## config.mk

```make
export PLATFORM = sky130hd
export DESIGN_NAME = multicycle_control
export DESIGN_NICKNAME = d
export VERILOG_FILES = /design/src/rtl/multicycle_control.sv
export SDC_FILE = /design/constraint.sdc
export NUM_CORES = 1
export LEC_CHECK = 0
export ABC_CLOCK_PERIOD_IN_PS = 2200
export BUFFER_PORTS_ARGS = -buffer_cell sky130_fd_sc_hd__buf_2
export CAP_MARGIN = 20
export CORE_MARGIN = 2
export CORE_UTILIZATION = 45
export CTS_CLUSTER_SIZE = 12
export DETAILED_ROUTE_END_ITERATION = 10
export PLACE_DENSITY = 0.9
export SYNTH_ARGS = -nofsm -noshare
export SYNTH_HDL_FRONTEND = slang
export SYNTH_SLANG_ARGS = --single-unit
```

## constraint.sdc

```tcl
create_clock -name clk -period 2.2 [get_ports clk]
set_input_delay 0.11 -clock clk [delete_from_list [all_inputs] [get_ports clk]]
set_output_delay 0.11 -clock clk [all_outputs]
set_load 0.05 [all_outputs]
```

## src/rtl/multicycle_control.sv

```systemverilog
// Multi-cycle control FSM: steps each instruction through FETCH/DECODE/EXEC/MEM/WB
// and drives the ALU op select, datapath strobes and memory handshakes.
module multicycle_control #(
   parameter int TIMEOUT = 255
) (
   input  logic        clk,
   input  logic        rst_n,
   input  logic [31:0] instr,
   input  logic        imem_valid,
   input  logic        zero,
   input  logic        dmem_ready,
   output logic [1:0]  alu_op,
   output logic        alu_src,
   output logic        ir_write,
   output logic        pc_write,
   output logic [1:0]  pc_src,
   output logic        reg_write,
   output logic        wb_sel,
   output logic        mem_rd,
   output logic        mem_wr,
   output logic        halted,
   output logic        illegal,
   output logic        mem_timeout
);

   typedef enum logic [2:0] {
      S_FETCH, S_DECODE, S_EXEC, S_MEM, S_WB, S_HALT
   } state_t;

   localparam logic [3:0] OP_ADD  = 4'h0;
   localparam logic [3:0] OP_SUB  = 4'h1;
   localparam logic [3:0] OP_AND  = 4'h2;
   localparam logic [3:0] OP_ADDI = 4'h3;
   localparam logic [3:0] OP_LW   = 4'h4;
   localparam logic [3:0] OP_SW   = 4'h5;
   localparam logic [3:0] OP_BEQ  = 4'h6;
   localparam logic [3:0] OP_J    = 4'h7;
   localparam logic [3:0] OP_HLT  = 4'hF;

   localparam logic [7:0] WAIT_LAST = 8'(TIMEOUT - 1);

   state_t     state;
   logic [3:0] opcode;
   logic [7:0] wait_cnt;

   always_ff @(posedge clk or negedge rst_n) begin
      if (!rst_n) begin
         state       <= S_FETCH;
         opcode      <= 4'h0;
         wait_cnt    <= 8'h00;
         illegal     <= 1'b0;
         mem_timeout <= 1'b0;
      end else begin
         case (state)
            S_FETCH: begin
               if (imem_valid) begin
                  opcode <= instr[31:28];
                  state  <= S_DECODE;
               end
            end
            S_DECODE: begin
               case (opcode)
                  OP_ADD, OP_SUB, OP_AND, OP_ADDI,
                  OP_LW, OP_SW, OP_BEQ:          state <= S_EXEC;
                  OP_J:                          state <= S_FETCH;
                  OP_HLT:                        state <= S_HALT;
                  default: begin
                     state   <= S_HALT;
                     illegal <= 1'b1;
                  end
               endcase
            end
            S_EXEC: begin
               wait_cnt <= 8'h00;
               case (opcode)
                  OP_LW, OP_SW: state <= S_MEM;
                  OP_BEQ:       state <= S_FETCH;
                  default:      state <= S_WB;
               endcase
            end
            S_MEM: begin
               // Completion has priority over the timeout in the same cycle.
               if (dmem_ready) begin
                  state <= (opcode == OP_LW) ? S_WB : S_FETCH;
               end else if (wait_cnt == WAIT_LAST) begin
                  state       <= S_HALT;
                  mem_timeout <= 1'b1;
               end else begin
                  wait_cnt <= wait_cnt + 8'h01;
               end
            end
            S_WB:    state <= S_FETCH;
            S_HALT:  state <= S_HALT;
            default: state <= S_FETCH;
         endcase
      end
   end

   always_comb begin
      alu_op    = 2'b00;
      alu_src   = 1'b0;
      ir_write  = 1'b0;
      pc_write  = 1'b0;
      pc_src    = 2'd0;
      reg_write = 1'b0;
      wb_sel    = 1'b0;
      mem_rd    = 1'b0;
      mem_wr    = 1'b0;
      halted    = 1'b0;
      case (state)
         S_FETCH: begin
            ir_write = imem_valid;
            pc_write = imem_valid;
         end
         S_DECODE: begin
            if (opcode == OP_J) begin
               pc_write = 1'b1;
               pc_src   = 2'd2;
            end
         end
         S_EXEC: begin
            case (opcode)
               OP_SUB: alu_op = 2'b01;
               OP_AND: alu_op = 2'b10;
               OP_ADDI, OP_LW, OP_SW: alu_src = 1'b1;
               OP_BEQ: begin
                  alu_op   = 2'b01;
                  pc_src   = 2'd1;
                  pc_write = zero;
               end
               default: alu_op = 2'b00;
            endcase
         end
         S_MEM: begin
            alu_src = 1'b1;
            mem_rd  = (opcode == OP_LW);
            mem_wr  = (opcode == OP_SW);
         end
         S_WB: begin
            reg_write = 1'b1;
            wb_sel    = (opcode == OP_LW);
         end
         S_HALT:  halted = 1'b1;
         default: halted = 1'b0;
      endcase
      // FETCH strobes follow imem_valid, so hold everything low while in reset.
      if (!rst_n) begin
         ir_write = 1'b0;
         pc_write = 1'b0;
      end
   end

endmodule

```

==> results.py, run 1 <==
metrics = {
    "yosys": {
        "post-synth-top-area-cell": "dfrtp_1",
        "synthMostInstantiatedCell": "dfrtp_1",
        "synth_xor_area_share_pct": 0.850,
        "yosys.area_share.simple_pct": 29.2,
        "synth-seq-area-share_pct": 41.3,
        "mean_instance_size_in_the_synthesized_netlist_sq_um": 9.29,
        "largest_family_of_logic_cells_by_synthesized_area": "simple AND/OR/NAND/NOR gates",
        "post_synth_main_area_contributors": "dfrtp_1, nand2_1, o21ai_0",
        "post_synthesis_compound_gate_area_fraction_pct": 15.7,
        "post_synth_mux_area_share_pct": 4.00,
        "postSynthCellCount": 111,
        "number_of_flops_mapped_to_enable_cells_by_yosys": 0,
        "synth.cells.most_frequent": "dfrtp_1, nand2_1, inv_1, o21ai_0, nor2_1",
        "syn-cell-area_sq_um": 1030,
        "synthesis.yosys.warnings": 0,
        "synth_fp_nets": 150,
        "postSynthRegisterBits": 17,
        "post_synth_fa_ha_maj_area_fraction_pct": 2.43,
        "synthDistinctLibCells": 40,
        "synth.top_cell.area_share_pct": 41.3,
        "ys_dominant_reg_cell": "dfrtp_1",
        "ys_async_sr_fraction_pct": 100,
    },
    "place": {
        "globalplace.congestion": 0.846,
        "place.detailed.instances": 161,
        "port_buffers": 22,
        "dp.final_hpwl_microns": 1820,
    },
    "worst_setup_path": {
        "crit_path_start_kind": "flip-flop",
        "worst_r2r_startpoint": "state[2]",
        "cp.required_ns": 2.09,
        "data_arrival_time_of_the_worst_path_ns": 1.94,
        "critical_path_class": "flip-flop to output pin",
        "worst_r2r_path_depth": 5,
        "crit_path_max_fanout": 2,
        "setup.reg_to_reg.worst_slack_ns": 0.53,
        "timing.rr.end": "wait_cnt[7]",
        "setup.worst_path.end_class": "output pin",
    },
    "worst_hold_path": {
        "worstHoldPathType": "primary input to flip-flop",
        "whs_path_depth": 3,
        "min_delay_worst_endpoint": "opcode[0]",
        "min_from": "instr[28]",
    },
    "sta": {
        "fin_skew_ns": 0.00141,
        "actual_transition_at_the_worst_max_transition_pin_ns": 0.358,
        "report.final.hold_viol_count": 0,
        "period_needed_ns": 2.05,
        "report.final.slew_viol_count": 0,
        "clock.fmax_mhz": 487,
        "finalSetupViolations": 0,
        "rsz0062_at_grt": "no",
        "slew_headroom_pct": 76.0,
        "min_period_over_period_pct": 93.3,
    },
    "job": {
        "max_cap_violations": 0,
    },
    "final_layout": {
        "antenna_cells": 0,
        "fin_nets": 179,
        "areaGrowthSynthToFinish_pct": 20.6,
        "count_of_non_filler_cells_in_the_finished_layout": 167,
        "layout-drive-gt1-share_pct": 30.2,
    },
    "clock_tree": {
        "clockRootBuffer": "clkbuf_4",
        "cts.clk_slew.worst_paths_ns": 0.09,
        "cts_tree": "yes",
        "clock_insertion_delay_worst_skew_ns": 0.29,
        "cts_inserted_buffers": 3,
        "clock_sinks": 17,
        "cts-root-to-sink-buffers": 2,
        "h_tree_depth_reported_by_cts": 1,
    },
    "pwr": {
        "p_leak_uw": 0.000569,
        "fin_total_pwr_uw": 1350,
        "p_per_area_nw_per_um2": 1090,
        "peakVddDrop_mv": 0.672,
    },
    "floorplan": {
        "design.core.area_sq_um": 2190,
        "io-pin-count": 51,
        "design.die.area_sq_um": 2690,
        "chipWidth_microns": 51.9,
        "placement_rows": 17,
        "die_h_microns": 51.9,
        "start_util_pct": 47.1,
    },
    "global_route": {
        "grt_usage_pct": 20.4,
        "vias_in_the_first_global_route": 910,
        "grt_first_pass_wirelength_microns": 4000,
        "antenna_violations_before_repair": 0,
        "grt_max_degree": 11,
        "grt-ovfl-total": 0,
    },
    "detailed_routing": {
        "drt_iter0_markers": 41,
        "routed_via_density": 5.65,
        "drc": 0,
        "vias_post_dr": 944,
        "wire_per_inst_microns": 14.6,
        "wirelength_microns": 2440,
        "drt_pre_antenna_iters": 4,
        "ant_nets": 0,
    },
    "status": {
        "run_status": "finished clean",
    },
}
kinds of logic (layout without fill, tap and decap cells):
group,after synthesis,count (layout)
fa+ha+maj,2,2
flops,17,17
compound gates,24,24
simple gates,50,50
buf+inv,13,41
mux,4,4
xor+xnor,1,1
stage by stage:
| step | TNS [ns] | area (sq um) | utilization (%) | hold slack [ns] | setup slack, ns |
|---|---|---|---|---|---|
| 5_1_grt | 0 | 1240 | 56.8 | 0.00690 | 0.0472 |
| 6_report | 0 | 1240 | 56.8 | 0.0222 | 0.147 |
| 4_1_cts | 0 | 1230 | 56.3 | 0.0199 | 0.0250 |
| 3_5_place_dp | 0 | 1200 | 54.6 | -0.0212 | 0.359 |
| 2_1_floorplan | -0.855 | 1050 | - | -0.186 | -0.316 |
| 3_3_place_gp | 0 | 1200 | 54.6 | -0.0233 | 0.401 |
final cells by class:
type,count,area (sq um)
fillers,180,947
repair buffers,30,175
clock buffers,4,26.3
well taps,28,35.0
flip-flops and latches,17,427
multi-input cells,81,554
inverters,7,26.3
state kept, by name, indices dropped and copies added, names as in the netlist:
name and count:
mem_timeout 1, wait_cnt 8, illegal 1, state 3
opcode 4
layout by cell type (no fill, tap or decap), drive strengths merged:
cell,Yosys,layout
clkbuf,1,5
a311o,1,1
nor3,4,4
o31a,1,1
and3,1,1
nand3b,2,2
a31o,1,1
nand2b,2,2
o21ai,7,7
nand2,13,13
ha,2,2
or3,2,2
o221ai,1,1
nor4b,1,1
and4,1,1
dfrtp,17,17
a21o,1,1
o211ai,3,3
nand4,1,1
a211o,1,1
o21bai,1,1
nor2b,3,3
nor2,6,6
and2,1,1
mux2,1,1
a22oi,1,1
a21oi,5,5
inv,7,7
a2111o,1,1
mux2i,3,3
and4bb,1,1
nor4,4,4
nor3b,2,2
xor2,1,1
buf,5,28
dlygate4sd3,0,1
or3b,3,3
nand3,3,3
power breakdown:
| part | switching, uW | leakage, uW | internal, uW | total (uW) |
|---|---|---|---|---|
| combinational | 430 | 0.000335 | 245 | 674 |
| sequential | 118 | 0.000220 | 395 | 514 |
| clock | 91.8 | 0.0000150 | 70.6 | 162 |
timing repair:
action,in CTS,in global routing
hold buffers,1,0
gates resized for setup,0,2
setup buffers,0,1
hold endpoints to repair,17,0
setup endpoints to repair,0,1
layer usage:
layer | track usage (%) | vias to the layer above | share of wire [%]
met5 | 0 | - | 0
met4 | 9.21 | 0 | 1.9
met3 | 4.60 | 6 | 4.7
met2 | 35.0 | 31 | 53
met1 | 24.2 | 450 | 40
li1 | - | 457 | -
worst max path at each step:
| stage | cells after the start | slack [ns] | endpoint | start |
|---|---|---|---|---|
| 4_1_cts | 5 | 0.02 | pc_write | state[1] |
| 6_report | 5 | 0.15 | pc_write | state[0] |
| 3_5_place_dp | 5 | 0.36 | pc_write | state[1] |
| 2_1_floorplan | 4 | -0.32 | mem_rd | opcode[2] |
| 5_1_grt | 5 | 0.05 | pc_write | state[0] |
| 3_3_place_gp | 5 | 0.40 | pc_write | state[1] |
critical path, cell delays in order, from the launching register on:
cell,delay [ns]
dfrtp_1,0.38
or3b_1,0.45
nor4_4,0.25
a211o_1,0.16
and4_1,0.19
clkbuf_4,0.23
(Power assumes the default switching activity.)
==> run 2, diff against run 1 <==
Settings changed: ABC_CLOCK_PERIOD_IN_PS 2200 to 1900.
Clock period 2.2 ns to 1.9 ns, I/O delays scaled along.
==> results.py, run 2 (same netlist as run 1, synthesis figures left out) <==
metrics = {
    "global_route": {
        "grt_usage_pct": 19.4,
        "grt-ovfl-total": 0,
        "antenna_violations_before_repair": 0,
        "grt_max_degree": 18,
        "vias_in_the_first_global_route": 882,
        "grt_first_pass_wirelength_microns": 3850,
    },
    "worst_setup_path": {
        "cp.required_ns": 1.80,
        "timing.critical_path.slowest_cell_delay_ns": 0.42,
        "critical_path_class": "flip-flop to output pin",
        "crit_path_max_fanout": 2,
        "crit_path_start_kind": "flip-flop",
        "data_arrival_time_of_the_worst_path_ns": 1.88,
        "critical-path-top-delay-family": "simple AND/OR/NAND/NOR gates",
        "critical_path.cell_chain": "or3b_4, nor4_4, a211o_1, and4_4, buf_8",
        "setup.worst_path.end_class": "output pin",
        "crit_cells": 5,
        "worstPathBufferInverterCount": 1,
        "worst_r2r_path_depth": 5,
        "highest_delay_cell_along_the_critical_path": "or3b_4",
    },
    "pwr": {
        "p_per_area_nw_per_um2": 1260,
        "peakVddDrop_mv": 0.642,
        "p_leak_uw": 0.000592,
    },
    "sta": {
        "postLayoutSetupSlackWorst_ns": -0.0785,
        "finalSetupViolations": 1,
        "report.final.hold_viol_count": 0,
        "clock.fmax_mhz": 505,
        "actual_transition_at_the_worst_max_transition_pin_ns": 0.764,
        "finalHoldWorstSlack_ns": 0.0112,
        "totalNegativeSetupSlack_ns": -0.0785,
        "rsz0062_at_grt": "yes",
        "report.final.slew_viol_count": 0,
        "min_period_over_period_pct": 104,
        "period_needed_ns": 1.98,
        "fin_skew_ns": 0.00389,
        "slew_headroom_pct": 48.9,
    },
    "detailed_routing": {
        "vias_post_dr": 942,
        "ant_nets": 0,
        "routed_via_density": 5.61,
        "wire_per_inst_microns": 14.0,
        "wirelength_microns": 2360,
        "drt_pre_antenna_iters": 4,
        "drt_iter0_markers": 9,
        "drc": 0,
    },
    "final_layout": {
        "mostFrequentLayoutCell": "buf_2",
        "areaGrowthSynthToFinish_pct": 28.2,
        "layout.filler_cells": 181,
        "antenna_cells": 0,
        "max_flop_register": "wait_cnt",
        "layout-drive-gt1-share_pct": 35.7,
        "max_ffs_per_register": 8,
        "final_cell_mix": "buf_2, dfrtp_1, nand2_1",
        "fin_nets": 180,
        "reg.largest.list": "wait_cnt (8), opcode (4), state (3)",
    },
    "clock_tree": {
        "post-cts-setup-buffers": 0,
        "cts_inserted_buffers": 3,
        "h_tree_depth_reported_by_cts": 1,
        "cts_tree": "yes",
        "clockRootBuffer": "clkbuf_4",
        "cts-root-to-sink-buffers": 2,
        "clock_sinks": 17,
        "cts.clk_slew.worst_paths_ns": 0.09,
        "clock_insertion_delay_worst_skew_ns": 0.29,
    },
    "place": {
        "globalplace.congestion": 0.839,
        "port_buffers": 22,
        "dp.final_hpwl_microns": 1760,
    },
    "floorplan": {
        "design.core.area_sq_um": 2190,
        "start_util_pct": 47.1,
        "die_h_microns": 51.9,
        "design.die.area_sq_um": 2690,
        "io-pin-count": 51,
        "chipWidth_microns": 51.9,
        "placement_rows": 17,
    },
    "status": {
        "violations": "negative setup slack",
        "run_status": "complete, but fails checks",
    },
    "worst_hold_path": {
        "whs_path_depth": 3,
        "worstHoldPathType": "primary input to flip-flop",
    },
    "job": {
        "max_cap_violations": 0,
    },
}
[run 2: cell types whose count changed in the layout (fill, tap and decap cells not counted), sizes merged]
cell | previous run | this run
dlygate4sd3 | 1 | 2
[run 2: final cells by class]
class / count / area, sq um / area share (%)
tap: 28 / 35.0 / 2.65
timing repair buffer: 31 / 201 / 15.2
inverter: 7 / 26.3 / 1.99
multi-input combinational: 81 / 606 / 45.8
clock buffer: 4 / 26.3 / 1.99
sequential: 17 / 427 / 32.3
[run 2: worst register-to-register path: stages (launching register included)]
cell and delay [ns]:
dfrtp_1 0.39, buf_4 0.18, and4bb_2 0.36, o211ai_1 0.18
or3_1 0.34, a21oi_1 0.15
[run 2: worst paths after layout]
check	endpoint	slack, ns	startpoint
max	pc_write	-0.08	state[0]
min	opcode[0]	0.01	instr[28]
max reg2reg	wait_cnt[7]	0.23	state[2]
min reg2reg	mem_timeout	0.48	mem_timeout
max in group asynchronous	opcode[2]	0.95	rst_n
min in group asynchronous	opcode[1]	0.43	rst_n
[run 2: metal layers]
layer  routed length [microns]  GRT usage (%)
met2                      1160           32.1
met5                         0              0
met4                        47           9.65
met3                       120           2.59
met1                      1030           24.9
[run 2: power by group]
| group | leakage (uW) | switching, uW | internal, uW |
|---|---|---|---|
| Clock | 0.0000150 | 109 | 81.8 |
| Combinational | 0.000357 | 546 | 345 |
| Sequential | 0.000220 | 126 | 459 |
[run 2: per-stage QoR]
step	utilization [%]	cell area, sq um	cells	setup WS, ns	power [uW]
floorplan	-	1080	111	-0.381	1210
global placement	56.4	1240	162	0.135	1370
detailed placement	56.4	1240	162	0.114	1410
CTS	59.3	1300	168	-0.0974	1640
global route	60.3	1320	168	-0.142	1780
finish	60.3	1320	168	-0.0785	1670
[run 2: what timing repair did]
item,CTS,global route
endpoints found under the hold margin,18,0
gates resized for setup,6,6
hold buffers,2,0
setup endpoints to repair,5,6
cloned,0,0
==> run 3, diff against run 2 <==
Settings changed: ABC_CLOCK_PERIOD_IN_PS 1900 to 2500, CORE_UTILIZATION 45 to 48, PLACE_DENSITY 0.9 to 0.94.
Clock period 1.9 ns to 2.5 ns, I/O delays scaled along.
==> results.py, run 3 (same netlist as run 1, synthesis figures left out) <==
metrics = {
    "sta": {
        "postLayoutSetupSlackWorst_ns": 0.113,
        "report.final.slew_viol_count": 0,
        "period_needed_ns": 2.39,
        "rsz0062_at_grt": "no",
        "finalSetupViolations": 0,
        "report.final.hold_viol_count": 0,
        "actual_transition_at_the_worst_max_transition_pin_ns": 0.471,
        "clock.fmax_mhz": 419,
        "totalNegativeSetupSlack_ns": 0,
        "min_period_over_period_pct": 95.5,
        "fin_skew_ns": 0.00341,
        "slew_headroom_pct": 68.5,
    },
    "final_layout": {
        "layout.filler_cells": 171,
        "reg.largest.list": "wait_cnt (8), opcode (4), state (3)",
        "max_ffs_per_register": 8,
        "layout-drive-gt1-share_pct": 26.3,
        "areaGrowthSynthToFinish_pct": 15.8,
        "postLayoutCoreUtil_pct": 59.6,
        "max_flop_register": "wait_cnt",
        "ff_latch_area_sq_um": 425,
        "antenna_cells": 0,
        "mostFrequentLayoutCell": "buf_2",
        "fin_nets": 173,
        "multi_input_area_sq_um": 554,
        "final_cell_mix": "buf_2, dfrtp_1, nand2_1, inv_1, o21ai_0",
    },
    "worst_setup_path": {
        "crit_path_max_fanout": 11,
        "worstPathBufferInverterCount": 1,
        "timing.critical_path.slowest_cell_delay_ns": 0.58,
        "data_arrival_time_of_the_worst_path_ns": 2.26,
        "crit_path_start_kind": "flip-flop",
        "highest_delay_cell_along_the_critical_path": "or3b_1",
        "critical-path-top-delay-family": "simple AND/OR/NAND/NOR gates",
        "setup.worst_path.end_class": "output pin",
        "critical_path_class": "flip-flop to output pin",
        "critical_path.cell_chain": "or3b_1, nor4_4, a211o_1, and4_1, buf_2",
        "cp.required_ns": 2.38,
    },
    "detailed_routing": {
        "drt_iter0_markers": 33,
        "ant_nets": 0,
        "wire_per_inst_microns": 13.8,
        "drc": 0,
        "vias_post_dr": 937,
        "drt_pre_antenna_iters": 5,
        "routed_via_density": 5.86,
        "wirelength_microns": 2210,
    },
    "pwr": {
        "cell_internal_pwr_uw": 588,
        "fin_total_pwr_uw": 1130,
        "pwr-share-seq_pct": 42.6,
        "p_switching_uw": 546,
        "pwr-share-clk_pct": 13.4,
        "p_sw_share_pct": 48.2,
        "power_frac_comb_pct": 44.1,
        "p_leak_uw": 0.000541,
        "peakVddDrop_mv": 0.640,
        "p_per_area_nw_per_um2": 950,
    },
    "floorplan": {
        "die_h_microns": 50.3,
        "chipWidth_microns": 50.3,
        "design.core.area_sq_um": 2000,
        "io-pin-count": 51,
        "start_util_pct": 51.5,
        "design.die.area_sq_um": 2530,
        "placement_rows": 16,
    },
    "clock_tree": {
        "clockRootBuffer": "clkbuf_4",
        "cts_repair_resize_count": 0,
        "cts-root-to-sink-buffers": 2,
        "clock_sinks": 17,
        "clock_insertion_delay_worst_skew_ns": 0.30,
        "h_tree_depth_reported_by_cts": 1,
        "cts_inserted_buffers": 3,
        "cts_tree": "yes",
        "cts.clk_slew.worst_paths_ns": 0.10,
    },
    "global_route": {
        "grt_usage_pct": 19.6,
        "grt_first_pass_wirelength_microns": 3800,
        "grt-ovfl-total": 0,
        "vias_in_the_first_global_route": 934,
        "grt_max_degree": 20,
        "antenna_violations_before_repair": 0,
    },
    "place": {
        "port_buffers": 22,
        "detailedPlace.worstSlack_ns": 0.472,
        "globalplace.congestion": 0.904,
        "dp.final_hpwl_microns": 1660,
    },
    "job": {
        "max_cap_violations": 0,
    },
    "status": {
        "run_status": "finished clean",
    },
    "worst_hold_path": {
        "worstHoldPathType": "primary input to flip-flop",
    },
}
[run 3: per-layer routing]
| layer | share of wire (%) | global-route usage [%] | vias up |
|---|---|---|---|
| met3 | 5.0 | 3.57 | 7 |
| met4 | 3.0 | 13.1 | 0 |
| li1 | - | - | 446 |
| met5 | 0 | 0 | - |
| met2 | 51 | 33.8 | 30 |
| met1 | 41 | 21.9 | 454 |
[run 3: path summary, 6_finish.rpt]
| kind | start | slack [ns] | to | cells past startpoint |
|---|---|---|---|---|
| max | state[0] | 0.11 | pc_write | 5 |
| min | instr[28] | 0.03 | opcode[0] | 3 |
| max reg2reg | state[0] | 0.85 | wait_cnt[7] | 4 |
| min reg2reg | mem_timeout | 0.47 | mem_timeout | 1 |
| max in group asynchronous | rst_n | 1.94 | wait_cnt[4] | 2 |
| min in group asynchronous | rst_n | 0.28 | state[2] | 2 |
[run 3: worst min-delay path, delay by kind of cell]
| kind | cells | cell delay [ns] |
|---|---|---|
| AND/OR/NAND/NOR | 1 | 0.04 |
| AO/OA/AOI/OAI | 1 | 0.06 |
| buffers and inverters | 1 | 0.08 |
[run 3: power by group through the flow]
stage / registers, uW / logic [uW] / clock network, uW
after floorplan: 408 / 477 / 0
after global placement: 474 / 472 / 0
after detailed placement: 484 / 494 / 0
after CTS: 480 / 500 / 152
after global routing: 499 / 550 / 160
final: 483 / 500 / 152
[run 3: through the flow]
step	hold slack, ns	cells	area [sq um]
finish	0.0295	160	1190
global route	0.0492	160	1190
CTS	0.0313	160	1190
detailed placement	0.0675	155	1160
global placement	0.0629	155	1160
floorplan	-0.171	111	1050
[run 3: cell type report]
type	count	share of cell area, %
inverter	7	2.20
tap	27	2.83
sequential	17	35.6
multi-input combinational	81	46.4
clock buffer	4	2.20
timing repair buffer	24	10.7
[run 3: timing repair]
item                                   CTS  global route
buffers inserted                         0             0
endpoints found under the hold margin   17             0
hold buffers                             1             0
